$ cat src/rtl/work_ram_arbiter_pkg.sv
// Shared definitions for the work RAM arbiter: FSM encoding, requester
// indices and the HOLD window length.
package work_ram_arbiter_pkg;

  typedef enum logic [2:0] {
    IDLE,
    HOLD,
    SETUP,
    XFER,
    DONE
  } state_e;

  // Requester indices into rq_req / rq_ack
  localparam logic RQ_HISCORE = 1'b0;
  localparam logic RQ_UPLOAD  = 1'b1;

  // CPU is stalled this many cycles before the first secondary access so
  // that an in-flight CPU write can still land.
  localparam int                HOLD_CYCLES = 2;
  localparam int                HOLD_CW     = 1;
  localparam logic [HOLD_CW-1:0] HOLD_LAST  = HOLD_CW'(HOLD_CYCLES - 1);

  // One-hot lane for a requester index
  function automatic logic [1:0] rq_onehot(input logic idx);
    return (idx == RQ_UPLOAD) ? 2'b10 : 2'b01;
  endfunction

endpackage

$ cat src/rtl/work_ram_arbiter_if.sv
// Bundle of CPU request, secondary requesters and the muxed RAM port.
// slave: the arbiter; master: the surroundings (CPU, requesters, RAM).
interface work_ram_arbiter_if #(
  parameter int AW = 12,
  parameter int DW = 8
);
  logic          vblank;

  logic [AW-1:0] cpu_addr;
  logic [DW-1:0] cpu_wdata;
  logic          cpu_we;
  logic          cpu_hold;

  logic [1:0]    rq_req;
  logic [AW-1:0] rq_addr0;
  logic [AW-1:0] rq_addr1;
  logic [DW-1:0] rq_wdata0;
  logic [DW-1:0] rq_wdata1;
  logic [1:0]    rq_we;
  logic [1:0]    rq_ack;
  logic [DW-1:0] rq_rdata;

  logic [AW-1:0] ram_addr;
  logic [DW-1:0] ram_wdata;
  logic          ram_we;
  logic [DW-1:0] ram_rdata;

  modport slave (
    input  vblank, cpu_addr, cpu_wdata, cpu_we,
    input  rq_req, rq_addr0, rq_addr1, rq_wdata0, rq_wdata1, rq_we,
    input  ram_rdata,
    output cpu_hold, rq_ack, rq_rdata, ram_addr, ram_wdata, ram_we
  );

  modport master (
    output vblank, cpu_addr, cpu_wdata, cpu_we,
    output rq_req, rq_addr0, rq_addr1, rq_wdata0, rq_wdata1, rq_we,
    output ram_rdata,
    input  cpu_hold, rq_ack, rq_rdata, ram_addr, ram_wdata, ram_we
  );

endinterface

$ cat src/rtl/rr_pick2.sv
// Two-way round-robin selector: a lone requester wins; with both
// requesting, the one not served last wins.
module rr_pick2
  import work_ram_arbiter_pkg::*;
(
  input  logic [1:0] req_i,
  input  logic       last_i,
  output logic       any_o,
  output logic       idx_o
);

  // Pick the winner index from the request vector and last-served index
  always_comb begin
    any_o = |req_i;
    case (req_i)
      2'b01:   idx_o = RQ_HISCORE;
      2'b10:   idx_o = RQ_UPLOAD;
      2'b11:   idx_o = ~last_i;
      default: idx_o = RQ_HISCORE;
    endcase
  end

endmodule

$ cat src/rtl/work_ram_arbiter.sv
// Work RAM arbiter: the CPU owns the RAM port by default; during vblank the
// hiscore engine and the OSD upload reader borrow it, one access at a time,
// while the CPU is stalled through cpu_hold.
module work_ram_arbiter
  import work_ram_arbiter_pkg::*;
#(
  parameter int AW = 12,
  parameter int DW = 8
) (
  input logic               clk,
  input logic               RESET_N,
  work_ram_arbiter_if.slave bus
);

  state_e             state_q, state_d;
  logic [HOLD_CW-1:0] hold_cnt_q, hold_cnt_d;
  logic               win_q, win_d;
  logic               last_q, last_d;
  logic [AW-1:0]      addr_q, addr_d;
  logic [DW-1:0]      wdata_q, wdata_d;
  logic               we_q, we_d;
  logic [DW-1:0]      rdata_q, rdata_d;

  logic [1:0]         pick_req;
  logic               pick_any;
  logic               pick_idx;
  logic               sel_latch;

  // In DONE the requester being acked may still show rq_req; mask it so only
  // genuinely pending requests can chain into another access.
  assign pick_req = (state_q == DONE) ? (bus.rq_req & ~rq_onehot(win_q))
                                      : bus.rq_req;

  rr_pick2 u_pick (
    .req_i  (pick_req),
    .last_i (last_q),
    .any_o  (pick_any),
    .idx_o  (pick_idx)
  );

  // State register, winner/payload latches and read-data hold register
  always_ff @(posedge clk or negedge RESET_N) begin
    if (!RESET_N) begin
      state_q    <= IDLE;
      hold_cnt_q <= '0;
      win_q      <= RQ_HISCORE;
      last_q     <= RQ_UPLOAD;
      addr_q     <= '0;
      wdata_q    <= '0;
      we_q       <= 1'b0;
      rdata_q    <= '0;
    end else begin
      // NOTE: non-blocking so every register samples pre-edge values.
      state_q    <= state_d;
      hold_cnt_q <= hold_cnt_d;
      win_q      <= win_d;
      last_q     <= last_d;
      addr_q     <= addr_d;
      wdata_q    <= wdata_d;
      we_q       <= we_d;
      rdata_q    <= rdata_d;
    end
  end

  // Next-state logic plus winner/payload selection at HOLD entry or DONE
  always_comb begin
    // NOTE: hold-current defaults first, so no path leaves a latch behind.
    state_d    = state_q;
    hold_cnt_d = hold_cnt_q;
    win_d      = win_q;
    last_d     = last_q;
    addr_d     = addr_q;
    wdata_d    = wdata_q;
    we_d       = we_q;
    rdata_d    = rdata_q;
    sel_latch  = 1'b0;

    case (state_q)
      IDLE: begin
        if (bus.vblank && pick_any) begin
          state_d    = HOLD;
          hold_cnt_d = '0;
          sel_latch  = 1'b1;
        end
      end
      HOLD: begin
        if (hold_cnt_q == HOLD_LAST) state_d = SETUP;
        else                         hold_cnt_d = hold_cnt_q + 1'b1;
      end
      SETUP: state_d = XFER;
      XFER:  state_d = DONE;
      DONE: begin
        rdata_d = bus.ram_rdata;
        if (bus.vblank && pick_any) begin
          state_d   = SETUP;
          sel_latch = 1'b1;
        end else begin
          state_d = IDLE;
        end
      end
      default: state_d = IDLE;
    endcase

    // Payload is frozen here; later requester changes are ignored until ack
    if (sel_latch) begin
      win_d   = pick_idx;
      last_d  = pick_idx;
      addr_d  = (pick_idx == RQ_UPLOAD) ? bus.rq_addr1  : bus.rq_addr0;
      wdata_d = (pick_idx == RQ_UPLOAD) ? bus.rq_wdata1 : bus.rq_wdata0;
      we_d    = bus.rq_we[pick_idx];
    end
  end

  // RAM port mux, CPU stall, ack pulse and read data per state
  always_comb begin
    bus.ram_addr  = bus.cpu_addr;
    bus.ram_wdata = bus.cpu_wdata;
    bus.ram_we    = bus.cpu_we;
    bus.cpu_hold  = 1'b1;
    bus.rq_ack    = 2'b00;
    bus.rq_rdata  = rdata_q;

    case (state_q)
      IDLE: bus.cpu_hold = 1'b0;
      HOLD: ;  // CPU pass-through stays live so an in-flight write lands
      SETUP: begin
        bus.ram_addr  = addr_q;
        bus.ram_wdata = wdata_q;
        bus.ram_we    = 1'b0;
      end
      XFER: begin
        bus.ram_addr  = addr_q;
        bus.ram_wdata = wdata_q;
        bus.ram_we    = we_q;
      end
      DONE: begin
        bus.ram_addr  = addr_q;
        bus.ram_wdata = wdata_q;
        bus.ram_we    = 1'b0;
        bus.rq_ack    = rq_onehot(win_q);
        bus.rq_rdata  = bus.ram_rdata;
      end
      default: bus.cpu_hold = 1'b0;
    endcase
  end

endmodule

$ cat src/flat_wrapper.sv
// flat-port wrapper written by rule: the top's interface ports become plain ports
module work_ram_arbiter_flat import work_ram_arbiter_pkg::*;
#(
  parameter int AW = 12,
  parameter int DW = 8
)
  (clk, RESET_N, bus_vblank, bus_cpu_addr, bus_cpu_wdata, bus_cpu_we, bus_rq_req, bus_rq_addr0, bus_rq_addr1, bus_rq_wdata0, bus_rq_wdata1, bus_rq_we, bus_ram_rdata, bus_cpu_hold, bus_rq_ack, bus_rq_rdata, bus_ram_addr, bus_ram_wdata, bus_ram_we);
  work_ram_arbiter_if #(.AW(AW), .DW(DW)) bus_i ();
  input logic clk;
  input logic RESET_N;
  input wire logic [$bits(bus_i.vblank)-1:0] bus_vblank;
  input wire logic [$bits(bus_i.cpu_addr)-1:0] bus_cpu_addr;
  input wire logic [$bits(bus_i.cpu_wdata)-1:0] bus_cpu_wdata;
  input wire logic [$bits(bus_i.cpu_we)-1:0] bus_cpu_we;
  input wire logic [$bits(bus_i.rq_req)-1:0] bus_rq_req;
  input wire logic [$bits(bus_i.rq_addr0)-1:0] bus_rq_addr0;
  input wire logic [$bits(bus_i.rq_addr1)-1:0] bus_rq_addr1;
  input wire logic [$bits(bus_i.rq_wdata0)-1:0] bus_rq_wdata0;
  input wire logic [$bits(bus_i.rq_wdata1)-1:0] bus_rq_wdata1;
  input wire logic [$bits(bus_i.rq_we)-1:0] bus_rq_we;
  input wire logic [$bits(bus_i.ram_rdata)-1:0] bus_ram_rdata;
  output wire logic [$bits(bus_i.cpu_hold)-1:0] bus_cpu_hold;
  output wire logic [$bits(bus_i.rq_ack)-1:0] bus_rq_ack;
  output wire logic [$bits(bus_i.rq_rdata)-1:0] bus_rq_rdata;
  output wire logic [$bits(bus_i.ram_addr)-1:0] bus_ram_addr;
  output wire logic [$bits(bus_i.ram_wdata)-1:0] bus_ram_wdata;
  output wire logic [$bits(bus_i.ram_we)-1:0] bus_ram_we;
  assign bus_i.vblank = bus_vblank;
  assign bus_i.cpu_addr = bus_cpu_addr;
  assign bus_i.cpu_wdata = bus_cpu_wdata;
  assign bus_i.cpu_we = bus_cpu_we;
  assign bus_i.rq_req = bus_rq_req;
  assign bus_i.rq_addr0 = bus_rq_addr0;
  assign bus_i.rq_addr1 = bus_rq_addr1;
  assign bus_i.rq_wdata0 = bus_rq_wdata0;
  assign bus_i.rq_wdata1 = bus_rq_wdata1;
  assign bus_i.rq_we = bus_rq_we;
  assign bus_i.ram_rdata = bus_ram_rdata;
  assign bus_cpu_hold = bus_i.cpu_hold;
  assign bus_rq_ack = bus_i.rq_ack;
  assign bus_rq_rdata = bus_i.rq_rdata;
  assign bus_ram_addr = bus_i.ram_addr;
  assign bus_ram_wdata = bus_i.ram_wdata;
  assign bus_ram_we = bus_i.ram_we;
  work_ram_arbiter #(.AW(AW), .DW(DW)) u_core (.clk(clk), .RESET_N(RESET_N), .bus(bus_i));
endmodule
$ cat config.mk
export PLATFORM = sky130hd
export DESIGN_NAME = work_ram_arbiter_flat
export DESIGN_NICKNAME = d
export VERILOG_FILES = /design/src/rtl/work_ram_arbiter_pkg.sv /design/src/rtl/work_ram_arbiter_if.sv /design/src/rtl/rr_pick2.sv /design/src/rtl/work_ram_arbiter.sv /design/src/flat_wrapper.sv
export SDC_FILE = /design/constraint.sdc
export NUM_CORES = 1
export LEC_CHECK = 0
export ABC_AREA = 1
export CELL_PAD_IN_SITES_DETAIL_PLACEMENT = 1
export CELL_PAD_IN_SITES_GLOBAL_PLACEMENT = 2
export CORE_UTILIZATION = 18
export DETAILED_ROUTE_END_ITERATION = 8
export GPL_ROUTABILITY_DRIVEN = 0
export PLACE_DENSITY_LB_ADDON = 0.1
export RECOVER_POWER = 50
export SLEW_MARGIN = 20
export SYNTH_ARGS = -nofsm -noshare
export SYNTH_HDL_FRONTEND = slang
export SYNTH_SLANG_ARGS = --single-unit
$ cat constraint.sdc
create_clock -name clk -period 1.5 [get_ports clk]
set_clock_uncertainty 0.1 [all_clocks]
set_input_delay 0.15 -clock clk [delete_from_list [all_inputs] [get_ports clk]]
set_output_delay 0.15 -clock clk [all_outputs]
set_load 0.01 [all_outputs]
==> out/results.txt <==
Area Growth Syn to Fin - 112%
TritonCTS clock tree - built
Max clock buf depth - 2
Max incr delay on CP - 0.40 ns
Ranking of synthesized cells by area - dfrtp_1 41%, nand2_1 36%, nand3_1 5.6%
First DRT Iteration DRCs - 56
Pleak - 2.21 nW
Final #Nets - 540
Most numerous cell in the Yosys netlist - nand2_1
DR vias - 2462
Final HPWL DP - 5890 µm
CTS Sinks - 35
Fmax - 559 MHz
Synth Instances - 306
Worst r2r src - u_core.state_q[2]$_DFFE_PN0P_
Die Y-Extent - 109 µm
Period utilization - 119%
Worst vdd ir - 745 µV
Register bit total from synthesis - 35
Pins Over Slew Limit - 0
Core area - 0.0110 mm²
Worst hold path class - primary input to asynchronous set/reset pin
Endpoints failing setup - 59
Max-Cap Viols - 0
Crit path max-delay cell type - dfrtp_1
Fin. Hold Viols - 0
CP endpoint kind - primary output
Pre-antenna DRT Iters - 4
Worst R2R End - u_core.addr_q[4]$_DFFE_PN0P_
Slew HR - 67.2%
Initial Utilization - 18.8%
Setup crit start kind - register
Worst-path fanout max - 5
Post-synth ARST share - 100%
Ys flop type - dfrtp_1
Placed insts - 568
Post-synth net total - 382
Share of layout cells above drive strength 1 - 38.1%
DIE AREA - 0.0119 mm²
Drt wl/cell - 14.2 µm
CP delay by family, top - buffers and inverters
Fin cells - 605
Arrival time at the worst endpoint - 1.54 ns
Critical path class - register to primary output
WL final - 8590 µm
DR vias/cell - 4.07
Avg Cell Area, Syn - 6.77 µm²
CP Buf/Inv Count - 5
Die Width - 109 µm
Post-synthesis sequential area ratio - 42.4%
Initial antenna violation count - 0
Status - finished, violations left
Post-synth EDFFs - 0
Rows - 38
Area of the mapped netlist - 0.00207 mm²
Yosys top cell area share - 41.1%
R2R setup slack - -0.20 ns
Port bufs - 107
Unrepaired setup endpoints after global routing - true
Clock tree root buffer cell - clkbuf_16
Clk slew on worst S/H paths - 0.06 ns
Global-route usage over all layers - 15.7%
Total power draw - 0.00768 W
First-pass GRT wire length - 13800 µm
Failing checks - negative setup slack
Antenna Nets Post-Route - 0
Post-route minimum period - 1.79 ns
Fin util - 39.7%
IO Pins - 108
Yosys top cell by area - dfrtp_1
H-tree depth - 2
Post-synth top cells - 201 x nand2_1, 34 x dfrtp_1, 23 x nand3_1, 7 x inv_1
Vias in the first global route - 2612
Crit path cell chain - nor2_4 > inv_2 > nor2_8 > inv_4 > nand2_8 > inv_8 > buf_4 > nand2_1 > nand2_2 > buf_2
Crit path from - u_core.state_q[1]$_DFFE_PN0P_
Critical Path RT - 1.25 ns
Power density over cell area - 1750 mW/mm²
Worst Max-Slew Pin Slew - 0.492 ns
Worst-skew pair later-pin latency - 0.28 ns
CTS Buf Count - 5
Min Hold Slack - 0.266 ns
Ant diodes - 0
Largest net degree at the start of global routing - 19
Final WS setup - -0.289 ns
Synth Warn # - 0
GRT overflow - 0
Worst r2r path cells - 11
DRC - 0
Unique cell type count in the Yosys netlist - 20
[area by class of cell]
| type | instances | area (µm²) |
|---|---|---|
| fillers | 1340 | 6650 |
| repair buffers | 164 | 1820 |
| multi-input cells | 244 | 1250 |
| flip-flops and latches | 35 | 877 |
| well taps | 140 | 175 |
| clock buffers | 6 | 139 |
| inverters | 13 | 73.8 |
| clock inverters | 2 | 35.0 |
| repair inverters | 1 | 11.3 |
[per-layer routing]
metal	wire, µm	GRT usage (%)	vias up
li1	-	-	1262
met1	3740	19.6	1126
met2	4310	27.1	67
met3	437	3.11	7
met4	108	4.57	0
met5	0	0	-
[state kept, by name (all words and copies together) (netlist names)]
name and count:
u_core.addr_q 12, u_core.rdata_q 8, u_core.wdata_q 8, u_core.state_q 3, u_core.hold_cnt_q 1, u_core.last_q 1
u_core.we_q 1, u_core.win_q 1
[power breakdown]
part / internal, W / switching, W
Clock: 0.000827 / 0.000416
Combinational: 0.00257 / 0.00224
Sequential: 0.00139 / 0.000245
[cell usage in the layout, fill, tap and decap left out, drive strengths merged]
| cell type | synthesis | final |
|---|---|---|
| a22o | 1 | 1 |
| a22oi | 1 | 1 |
| buf | 14 | 86 |
| bufbuf | 0 | 1 |
| bufinv | 0 | 1 |
| clkbuf | 0 | 8 |
| clkdlybuf4s50 | 0 | 74 |
| clkinv | 0 | 1 |
| dfrtp | 34 | 34 |
| dfstp | 1 | 1 |
| dlygate4sd3 | 0 | 1 |
| inv | 13 | 14 |
| nand2 | 205 | 205 |
| nand3 | 27 | 27 |
| nor2 | 5 | 5 |
| o21ai | 4 | 4 |
| or2 | 1 | 1 |
[logic make-up (layout without fill, tap and decap cells)]
| kind of cell | count (synthesis) | count (layout) | synth area share [%] |
|---|---|---|---|
| AND/OR/NAND/NOR | 238 | 238 | 47.9 |
| flip-flops | 35 | 35 | 42.4 |
| AO/OA/AOI/OAI | 6 | 6 | 1.75 |
| buffers and inverters | 27 | 186 | 8.04 |
[timing repair]
action	4_1_cts	5_1_grt
pin swaps	10	2
gates resized for setup	234	5
endpoints found under the hold margin	15	0
buffers inserted	20	1
hold buffers	1	0
gates cloned	9	0
endpoints found under the setup margin	58	60
[worst register-to-register path: cells and delay by family (launching register included)]
| kind | cells | cell delay [ns] |
|---|---|---|
| flip-flops | 1 | 0.38 |
| buffers and inverters | 5 | 0.64 |
| AND/OR/NAND/NOR | 6 | 0.51 |
[worst max-delay path by stage]
stage,end,slack [ns],depth (start not counted)
after global placement,bus_ram_we,-0.44,6
after detailed placement,bus_ram_addr[4],-0.47,10
final,bus_ram_addr[6],-0.29,10
after floorplan,bus_ram_addr[0],-0.007,9
after global routing,bus_ram_addr[10],-0.37,10
after CTS,bus_ram_addr[4],-0.31,10
[per-stage QoR]
stage	instance area, µm²	TNS, ns	worst slack [ns]
after floorplan	2130	-0.133	-0.00698
after global placement	3570	-13.99	-0.437
after detailed placement	3570	-15.87	-0.466
after CTS	4370	-14.19	-0.310
after global routing	4380	-16.37	-0.366
final	4380	-12.03	-0.289
Note: power is estimated with default switching activity, not from simulation.
